--- config.mk ---
export PLATFORM = sky130hd
export DESIGN_NAME = divider
export DESIGN_NICKNAME = d
export VERILOG_FILES = /design/src/rtl/divider.sv
export SDC_FILE = /design/constraint.sdc
export NUM_CORES = 1
export LEC_CHECK = 0
export CORE_MARGIN = 4
export CORE_UTILIZATION = 55
export CTS_CLUSTER_DIAMETER = 60
export DETAILED_ROUTE_END_ITERATION = 12
export HOLD_SLACK_MARGIN = 0.02
export PLACE_DENSITY = 0.8
export SYNTH_ARGS = -nofsm -noshare
export SYNTH_HDL_FRONTEND = slang
export SYNTH_SLANG_ARGS = --single-unit
--- constraint.sdc ---
create_clock -name i_clk_n -period 9.7 [get_ports i_clk_n]
set_input_delay 1.94 -clock i_clk_n [delete_from_list [all_inputs] [get_ports i_clk_n]]
set_output_delay 1.94 -clock i_clk_n [all_outputs]
set_load 0.1 [all_outputs]
--- src/rtl/divider.sv ---
// RV32M divide unit: DIV/DIVU/REM/REMU, one restoring step per cycle.
// Result is held in DONE until the pipeline acknowledges it.
module divider #(
    parameter int DIV_BITS_PER_CYCLE = 1
) (
    input  logic        i_clk_n,
    input  logic        i_rst,
    input  logic [31:0] i_in_a,
    input  logic [31:0] i_in_b,
    input  logic [2:0]  i_funct3,
    input  logic        i_div_en,
    input  logic        i_ack,
    output logic [31:0] o_result,
    output logic        o_busy
);

    generate
        if (DIV_BITS_PER_CYCLE != 1) begin : g_bad_radix
            $error("divider: only DIV_BITS_PER_CYCLE == 1 is supported");
        end
    endgenerate

    typedef enum logic [1:0] {
        IDLE,
        CALC,
        DONE
    } state_t;

    state_t state, state_nxt;

    logic [4:0]  cnt;
    logic [31:0] quo;
    logic [31:0] rem;
    logic [31:0] dvsr;
    logic        sel_rem;
    logic        sgn_a;
    logic        sgn_b;

    logic        req;
    logic        op_signed;
    logic        b_zero;
    logic        ovf;
    logic [31:0] abs_a;
    logic [31:0] abs_b;

    assign req       = i_div_en & i_funct3[2];
    assign op_signed = ~i_funct3[0];
    assign b_zero    = (i_in_b == 32'd0);
    assign ovf       = op_signed && (i_in_a == 32'h8000_0000) &&
                       (i_in_b == 32'hFFFF_FFFF);
    assign abs_a     = (op_signed && i_in_a[31]) ? -i_in_a : i_in_a;
    assign abs_b     = (op_signed && i_in_b[31]) ? -i_in_b : i_in_b;

    // quo doubles as the dividend shift register: its MSB feeds the remainder.
    logic [32:0] shifted;
    logic [32:0] diff;
    logic        ge;
    logic [31:0] q_step;
    logic [31:0] r_step;
    logic [31:0] q_fix;
    logic [31:0] r_fix;

    assign shifted = {rem, quo[31]};
    assign diff    = shifted - {1'b0, dvsr};
    assign ge      = ~diff[32];
    assign q_step  = {quo[30:0], ge};
    assign r_step  = ge ? diff[31:0] : shifted[31:0];
    assign q_fix   = (sgn_a ^ sgn_b) ? -q_step : q_step;
    assign r_fix   = sgn_a ? -r_step : r_step;

    always_ff @(posedge i_clk_n) begin
        if (i_rst) begin
            state <= IDLE;
        end else begin
            state <= state_nxt;
        end
    end

    always_comb begin
        state_nxt = state;
        o_busy    = 1'b0;
        o_result  = 32'd0;
        unique case (state)
            IDLE: begin
                o_busy = req;
                if (req) begin
                    state_nxt = (b_zero || ovf) ? DONE : CALC;
                end
            end
            CALC: begin
                o_busy = 1'b1;
                if (cnt == 5'd0) begin
                    state_nxt = DONE;
                end
            end
            DONE: begin
                o_result = sel_rem ? rem : quo;
                if (i_ack) begin
                    state_nxt = IDLE;
                end
            end
            default: state_nxt = IDLE;
        endcase
    end

    always_ff @(posedge i_clk_n) begin
        if (i_rst) begin
            cnt     <= 5'd0;
            quo     <= 32'd0;
            rem     <= 32'd0;
            dvsr    <= 32'd0;
            sel_rem <= 1'b0;
            sgn_a   <= 1'b0;
            sgn_b   <= 1'b0;
        end else if (state == IDLE && req) begin
            sel_rem <= i_funct3[1];
            sgn_a   <= op_signed & i_in_a[31];
            sgn_b   <= op_signed & i_in_b[31];
            dvsr    <= abs_b;
            cnt     <= 5'd31;
            if (b_zero) begin
                quo <= 32'hFFFF_FFFF;
                rem <= i_in_a;
            end else if (ovf) begin
                quo <= 32'h8000_0000;
                rem <= 32'd0;
            end else begin
                quo <= abs_a;
                rem <= 32'd0;
            end
        end else if (state == CALC) begin
            cnt <= cnt - 5'd1;
            if (cnt == 5'd0) begin
                quo <= q_fix;
                rem <= r_fix;
            end else begin
                quo <= q_step;
                rem <= r_step;
            end
        end
    end

endmodule

# After elaboration in Yosys (flattened, before gate mapping)

Index checks and enable logic that the tools add are counted.

Muxes and demuxes: 24
Bitwise operators: 6
Reduce and logical (&&, ||, !) cells: 11
Equality and inequality tests: 7
Add/sub/neg operators: 6

Operators with widths:

| operator             | count |
|---|---|
| $mux 32              | 16 |
| $neg 32->32          | 4 |
| $eq 32x32->1 const B | 2 |
| $sub 33x32->33       | 1 |
| $logic_not 32->1     | 1 |
| $mux 5               | 2 |
| $mux 2               | 4 |
| $ne 2x2->1 const B   | 3 |
| $pmux 2 s3           | 1 |
| $logic_and 1x1->1    | 5 |
| $logic_not 5->1      | 1 |
| $sub 5x1->5 const B  | 1 |
| $and 1x1->1          | 3 |
| $reduce_and 3->1     | 1 |
| $eq 2x1->1 const B   | 1 |
| $eq 2x2->1 const B   | 1 |
| $logic_not 2->1      | 1 |
| $not 1->1            | 2 |
| $pmux 1 s2           | 1 |
| $reduce_bool 2->1    | 1 |
| $logic_or 1x1->1     | 1 |
| $xor 1x1->1          | 1 |

Bits in registers: 106
Output and inout bits: 33
Bits of input ports: 71
Logic and storage cells: 62

# Longest topological paths before layout

Gate-level depths: netlist (run 1).

Depth in word-level cells: 7
Mapped depth: 25
Mapped depth without buffers: 21

# Worst setup path after synthesis (run 1)

Ideal clock, no wire load.

Path kind: input to output
From: input port i_div_en
To: output port o_busy
Data arrival time: 4.113 ns
Stages on the path: 6
Path slack: 3.647 ns
Data required time: 7.760 ns
Buffers on the path: 2
Cells stage by stage: nand2_1 -> nor3_1 -> nor2_1 -> inv_1 -> clkbuf_1 -> buf_1

Word-level cells in the longest chain between the ends: 2

Ends and longest elaborated chain:

| what            | RTL line | RTL |
|---|---|---|
| start, declared | 11       | `input logic i_div_en,` |
| $and 1x1->1     | 46       | `assign req = i_div_en & i_funct3[2];` |
| $pmux 1 s2      | 83       | `unique case (state)` |
| end, declared   | 14       | `output logic o_busy` |

Every way passes these cells.

# Worst setup path in the final report (run 1)

From: input port i_funct3[2]
To: output port o_busy

Word-level cells in the longest chain between the ends: 2

Ends and longest elaborated chain:

| what            | RTL line | RTL |
|---|---|---|
| start, declared | 10       | `input logic [2:0] i_funct3,` |
| $and 1x1->1     | 46       |  |
| $pmux 1 s2      | 83       |  |

Every way passes these cells.

==> flow_metrics.tcl, run 1 <==
set metrics [dict create \
    clock.fmax_mhz 169.4 \
    critPathLaunch "i_funct3[2]" \
    cts_buffers 9 \
    hold_viol 0 \
    syn-cell-area_um2 10110 \
    ff2ff_path_depth 21 \
    tightest_slew_ns 1.150 \
    die_h_um 143.6 \
    ir_drop_mv 0.1199 \
    finalSetupViolCount 0 \
    cts_tree "built" \
    grt_first_pass_wirelength_um 49460 \
    synth-seq-area-share 0.2099 \
    nets 1550 \
    avgRoutedWirePerCell_um 19.05 \
    max-clock-path-buffers 2 \
    drtAntennaViolNets 0 \
    dieArea_um2 20610 \
    drc 0 \
    endpoint_kind "output pin" \
    place_congestion 0.9282 \
    power.density_nw_per_um2 183.5 \
    cp.arrival_ns 3.96 \
    syn_inst 1397 \
    cts_resized 0 \
    drive_gt1_frac 0.04571 \
    relSlewSlack 0.2333 \
    clkTransAtPathRegs_ns 0.09 \
    holdCritPathClass "reg -> reg" \
    die_w_um 143.6 \
    num_vias 10750 \
    cts_setup_buffers 0 \
    post-route-util 0.6375 \
    status "completed" \
    via_per_inst 6.424 \
    required_ns 7.76 \
    routed_wl_um 31890 \
    drtIter0Drc 1022 \
    syn_to_final_growth_pct 13.66 \
    grt_start_max_net_pins 92 \
    worstSkewPairLatency_ns 0.37 \
    rows 49 \
    cts_max_level 3 \
    min_period_over_period 0.6085 \
    synth-edff-count 0 \
    cts_hold_buf 0 \
    async_flop_share 0 \
    yosys_register_bits 106 \
    antenna_found_initial 1 \
    hpwl_um 24010 \
    final_cell_mix "nor2_1 (203), a21oi_1 (146), dfxtp_1 (105)" \
    overflow 0 \
    grt_pass1_vias 9803 \
    timing.reg2reg.setup_slack_ns 3.83 \
    endpoint "o_busy" \
    finalInstanceArea_um2 11490 \
    pre_cts_ws_ns 3.686 \
    portBuffers 103 \
    r2r_end "quo[24]" \
    cap_viol_max_count 0 \
    ys_warn_count 0 \
    clock_sinks 106 \
    drv_slew 0 \
    ys_types 85 \
    cp-start-kind "input port" \
    critPathKind "in -> out" \
    avgSynthCellArea_um2 7.237 \
    reg2reg_from "quo[31]" \
    start_util 0.5609 \
    final_common_cell "nor2_1" \
    pin_count 104 \
    root_buffer "clkbuf_16" \
    p_leak_nw 4.148 \
    core_area_um2 18020 \
    finalClockSkew_ns 0.01568 \
    power_w 0.002109 \
    syn_nets 1508 \
    fin_tns_setup_ns 0 \
    postPlaceCellArea_um2 11190 \
    synthFlopType "dfxtp_1" \
    worstPathMaxFanout 3 \
    period_minus_slack_ns 5.903 \
    rsz0062_at_grt "no" \
    layout_setup_ws_ns 3.797 \
    first_pass_iters 8 \
    grt_use_total 0.2986 \
]
metrics by stage:
step,cells,hold slack (ns)
finish,1674,0.4612
global route,1673,0.5098
CTS,1673,0.4616
detailed placement,1657,0.4490
global placement,1657,0.4417
floorplan,1397,0.4319
worst min path at each step:
stage | start | end | slack, ns | cells after the start
floorplan | dvsr[31] | dvsr[31] | 0.43 | 2
global placement | dvsr[31] | dvsr[31] | 0.44 | 2
detailed placement | dvsr[31] | dvsr[31] | 0.45 | 2
CTS | dvsr[31] | dvsr[31] | 0.46 | 2
global route | dvsr[31] | dvsr[31] | 0.51 | 2
finish | dvsr[31] | dvsr[31] | 0.46 | 2
metal layers:
layer,global-route usage,routed length (um),vias to the layer above
met3,0.05125,2604,103
met5,0,0,-
li1,-,-,5143
met2,0.4829,14670,552
met1,0.3936,13290,4955
met4,0.1278,1324,0
layout make-up:
cell class                 instances  area (um2)
multi-input combinational       1143        7423
clock inverter                     7       71.32
fill                            1664        6534
tap                              229       286.5
antenna                            1       2.502
sequential                       106        2123
inverter                          64       240.2
clock buffer                       9       225.2
timing repair buffer             115        1119
registers in the layout (all words and copies together), names as in the netlist:
| register | count |
|---|---|
| dvsr | 32 |
| cnt | 5 |
| sgn_a | 1 |
| rem | 32 |
| quo | 32 |
| sel_rem | 1 |
| sgn_b | 1 |
| state | 2 |
cell usage after synthesis, types with 14 or more instances:
cell / n / area (um2)
inv_1: 64 / 240.2
clkbuf_1: 62 / 232.7
o21ai_0: 67 / 335.3
dfxtp_1: 106 / 2122
ha_1: 39 / 488.0
mux2i_1: 47 / 470.5
nor3_1: 52 / 260.3
a21oi_1: 146 / 730.7
xnor2_1: 65 / 569.3
nand2b_1: 15 / 93.84
nand2_1: 94 / 352.8
nor4_1: 23 / 143.9
nor2_1: 204 / 765.7
xor2_1: 79 / 691.9
o31ai_1: 14 / 105.1
nand4_1: 18 / 112.6
a211oi_1: 50 / 375.4
report_power, final:
part	total (W)	switching, W	leakage (nW)	internal, W
clock	0.000380	0.000198	0.139	0.000183
combinational	0.00118	0.000718	3.14	0.000458
sequential	0.000553	0.0000732	0.873	0.000480
total	0.00211	0.000989	4.15	0.00112
cell families (layout without fill, tap and decap cells):
group,Yosys count,in the layout,share of synthesized area
compound gates,420,420,0.2754
xor+xnor,144,144,0.1248
fa+ha+maj,40,40,0.05025
buf+inv,148,195,0.05780
flops,106,106,0.2099
mux,51,51,0.05235
other cells,0,1,0
simple gates,488,488,0.2296
worst max-delay path: stages:
cell and delay, ns:
clkdlybuf4s50_1 0.45, nand2_1 0.08, nor3_2 0.15, nor2_1 0.08, inv_1 0.12, clkdlybuf4s50_1 1.14
Power figures use the tool's default switching activity.
==> run 2, diff against run 1 <==
- CORE_UTILIZATION: 55 -> 53
- clock period: 9.7 -> 5.4 ns (I/O delays scaled with it)
==> flow_metrics.tcl, run 2 (synthesis results as in run 1) <==
set metrics [dict create \
    clock.fmax_mhz 196.3 \
    grt_use_total 0.2988 \
    hold_path.startpoint "dvsr[31]" \
    finalInstanceArea_um2 11590 \
    pin_count 104 \
    fillers 1739 \
    required_ns 5.67 \
    fin_tns_setup_ns 0 \
    place_congestion 0.9548 \
    nets 1559 \
    portBuffers 103 \
    antenna_found_initial 0 \
    worstSkewPairLatency_ns 0.38 \
    path_buf_inv 3 \
    endpoint_kind "register" \
    worstPathMaxFanout 14 \
    drc 0 \
    clock_sinks 106 \
    holdCritPathClass "reg -> reg" \
    cts_setup_buffers 0 \
    grt_start_max_net_pins 81 \
    grt_pass1_vias 10180 \
    cap_viol_max_count 0 \
    reg2reg_from "quo[31]" \
    regArea_um2 2123 \
    start_util 0.5405 \
    die_w_um 146.1 \
    via_per_inst 6.496 \
    critPathKind "reg -> reg" \
    endpoint "rem[22]" \
    drtIter0Drc 1144 \
    overflow 0 \
    cp-start-kind "register" \
    cts_tree "built" \
    hpwl_um 25140 \
    root_buffer "clkbuf_16" \
    tightest_slew_ns 1.072 \
    avgRoutedWirePerCell_um 19.59 \
    antennaDiodeCount 0 \
    cts_buffers 9 \
    cp_top_family "compound AO/OA/AOI/OAI gates" \
    path_cells "inv_1 > ha_1 > fa_1 > nor2b_1 > o31ai_2 > a211o_1 > a21bo_1 > a21oi_2 > nor2_4 > inv_1 > buf_4 > nor2_1 > a21oi_1 > ha_1 > o21a_1 > o21ai_1 > nor4b_2 > a41oi_1 > xor2_1 > a2111oi_2" \
    cts_hold_buf 0 \
    dieArea_um2 21350 \
    rows 50 \
    cts_max_level 3 \
    drive_gt1_frac 0.05231 \
    timing.reg2reg.setup_slack_ns 0.31 \
    status "completed" \
    drtAntennaViolNets 0 \
    cp.arrival_ns 5.37 \
    num_vias 10960 \
    period_minus_slack_ns 5.095 \
    worst_path_max_delay_cell "dfxtp_1" \
    ir_drop_mv 0.2893 \
    finalClockSkew_ns 0.01813 \
    drv_slew 0 \
    max-clock-path-buffers 2 \
    layout_setup_ws_ns 0.3051 \
    syn_to_final_growth_pct 14.68 \
    finalSetupViolCount 0 \
    ff2ff_path_depth 20 \
    min_period_over_period 0.9435 \
    path_depth 20 \
    first_pass_iters 8 \
    cpPeakStageDelay_ns 0.42 \
    r2r_end "rem[22]" \
    clkTransAtPathRegs_ns 0.08 \
    rsz0062_at_grt "no" \
    die_h_um 146.1 \
    reg_top3 "dvsr (32), quo (32), rem (32)" \
    cts_resized 0 \
    postPlaceCellArea_um2 11280 \
    final_common_cell "nor2_1" \
    p_leak_nw 4.216 \
    power.density_nw_per_um2 334.3 \
    relSlewSlack 0.2830 \
    grt_first_pass_wirelength_um 52550 \
    core_area_um2 18710 \
    routed_wl_um 33050 \
    multi_input_area_um2 7423 \
    hold_viol 0 \
    final_cell_mix "nor2_1 (203), a21oi_1 (146), dfxtp_1 (105)" \
    critPathLaunch "quo[31]" \
    pre_cts_ws_ns 0.4440 \
    hold_depth 2 \
]
## run 2: area by class of cell
class	count	share of cell area
clock buffer	9	0.01943
clock inverter	7	0.007986
inverter	64	0.02072
multi-input combinational	1143	0.6403
sequential	106	0.1831
tap	234	0.02525
timing repair buffer	124	0.1032
## run 2: routing by layer
| layer | part of all wire | global-route usage | vias up |
|---|---|---|---|
| met1 | 0.41 | 0.3972 | 5028 |
| met3 | 0.092 | 0.05773 | 143 |
| met2 | 0.45 | 0.4662 | 619 |
| met5 | 0 | 0 | - |
| met4 | 0.052 | 0.1468 | 0 |
| li1 | - | - | 5169 |
## run 2: worst min-delay path by stage
stage | end | slack [ns]
2_1_floorplan | dvsr[31] | 0.43
3_3_place_gp | dvsr[31] | 0.44
3_5_place_dp | dvsr[31] | 0.45
4_1_cts | dvsr[31] | 0.46
5_1_grt | dvsr[31] | 0.50
6_report | dvsr[31] | 0.46
## run 2: report_power, final
| group | internal (W) | leakage, nW | switching (W) | total, W |
|---|---|---|---|---|
| clock | 0.000373 | 0.155 | 0.000361 | 0.000734 |
| sequential | 0.000862 | 0.873 | 0.000123 | 0.000985 |
| combinational | 0.000836 | 3.19 | 0.00132 | 0.00216 |
## run 2: worst reg2reg max path, cell delays in order (launching register included)
cell       delay, ns
dfxtp_1         0.42
inv_1           0.12
ha_1            0.24
fa_1            0.40
nor2b_1         0.25
o31ai_2         0.15
a211o_1         0.34
a21bo_1         0.23
a21oi_2         0.24
nor2_4          0.06
inv_1           0.23
buf_4           0.25
nor2_1          0.06
a21oi_1         0.16
ha_1            0.22
o21a_1          0.19
o21ai_1         0.29
nor4b_2         0.40
a41oi_1         0.19
xor2_1          0.20
a2111oi_2       0.37
## run 2: stage by stage
stage          utilization  hold slack [ns]  instances  power, W
5_1_grt             0.6198           0.5005       1687  0.004103
6_report            0.6198           0.4567       1687  0.003875
4_1_cts             0.6198           0.4601       1687  0.003828
3_5_place_dp        0.6028           0.4523       1671  0.003089
2_1_floorplan            -           0.4319       1397  0.002575
3_3_place_gp        0.6028           0.4394       1671  0.003066
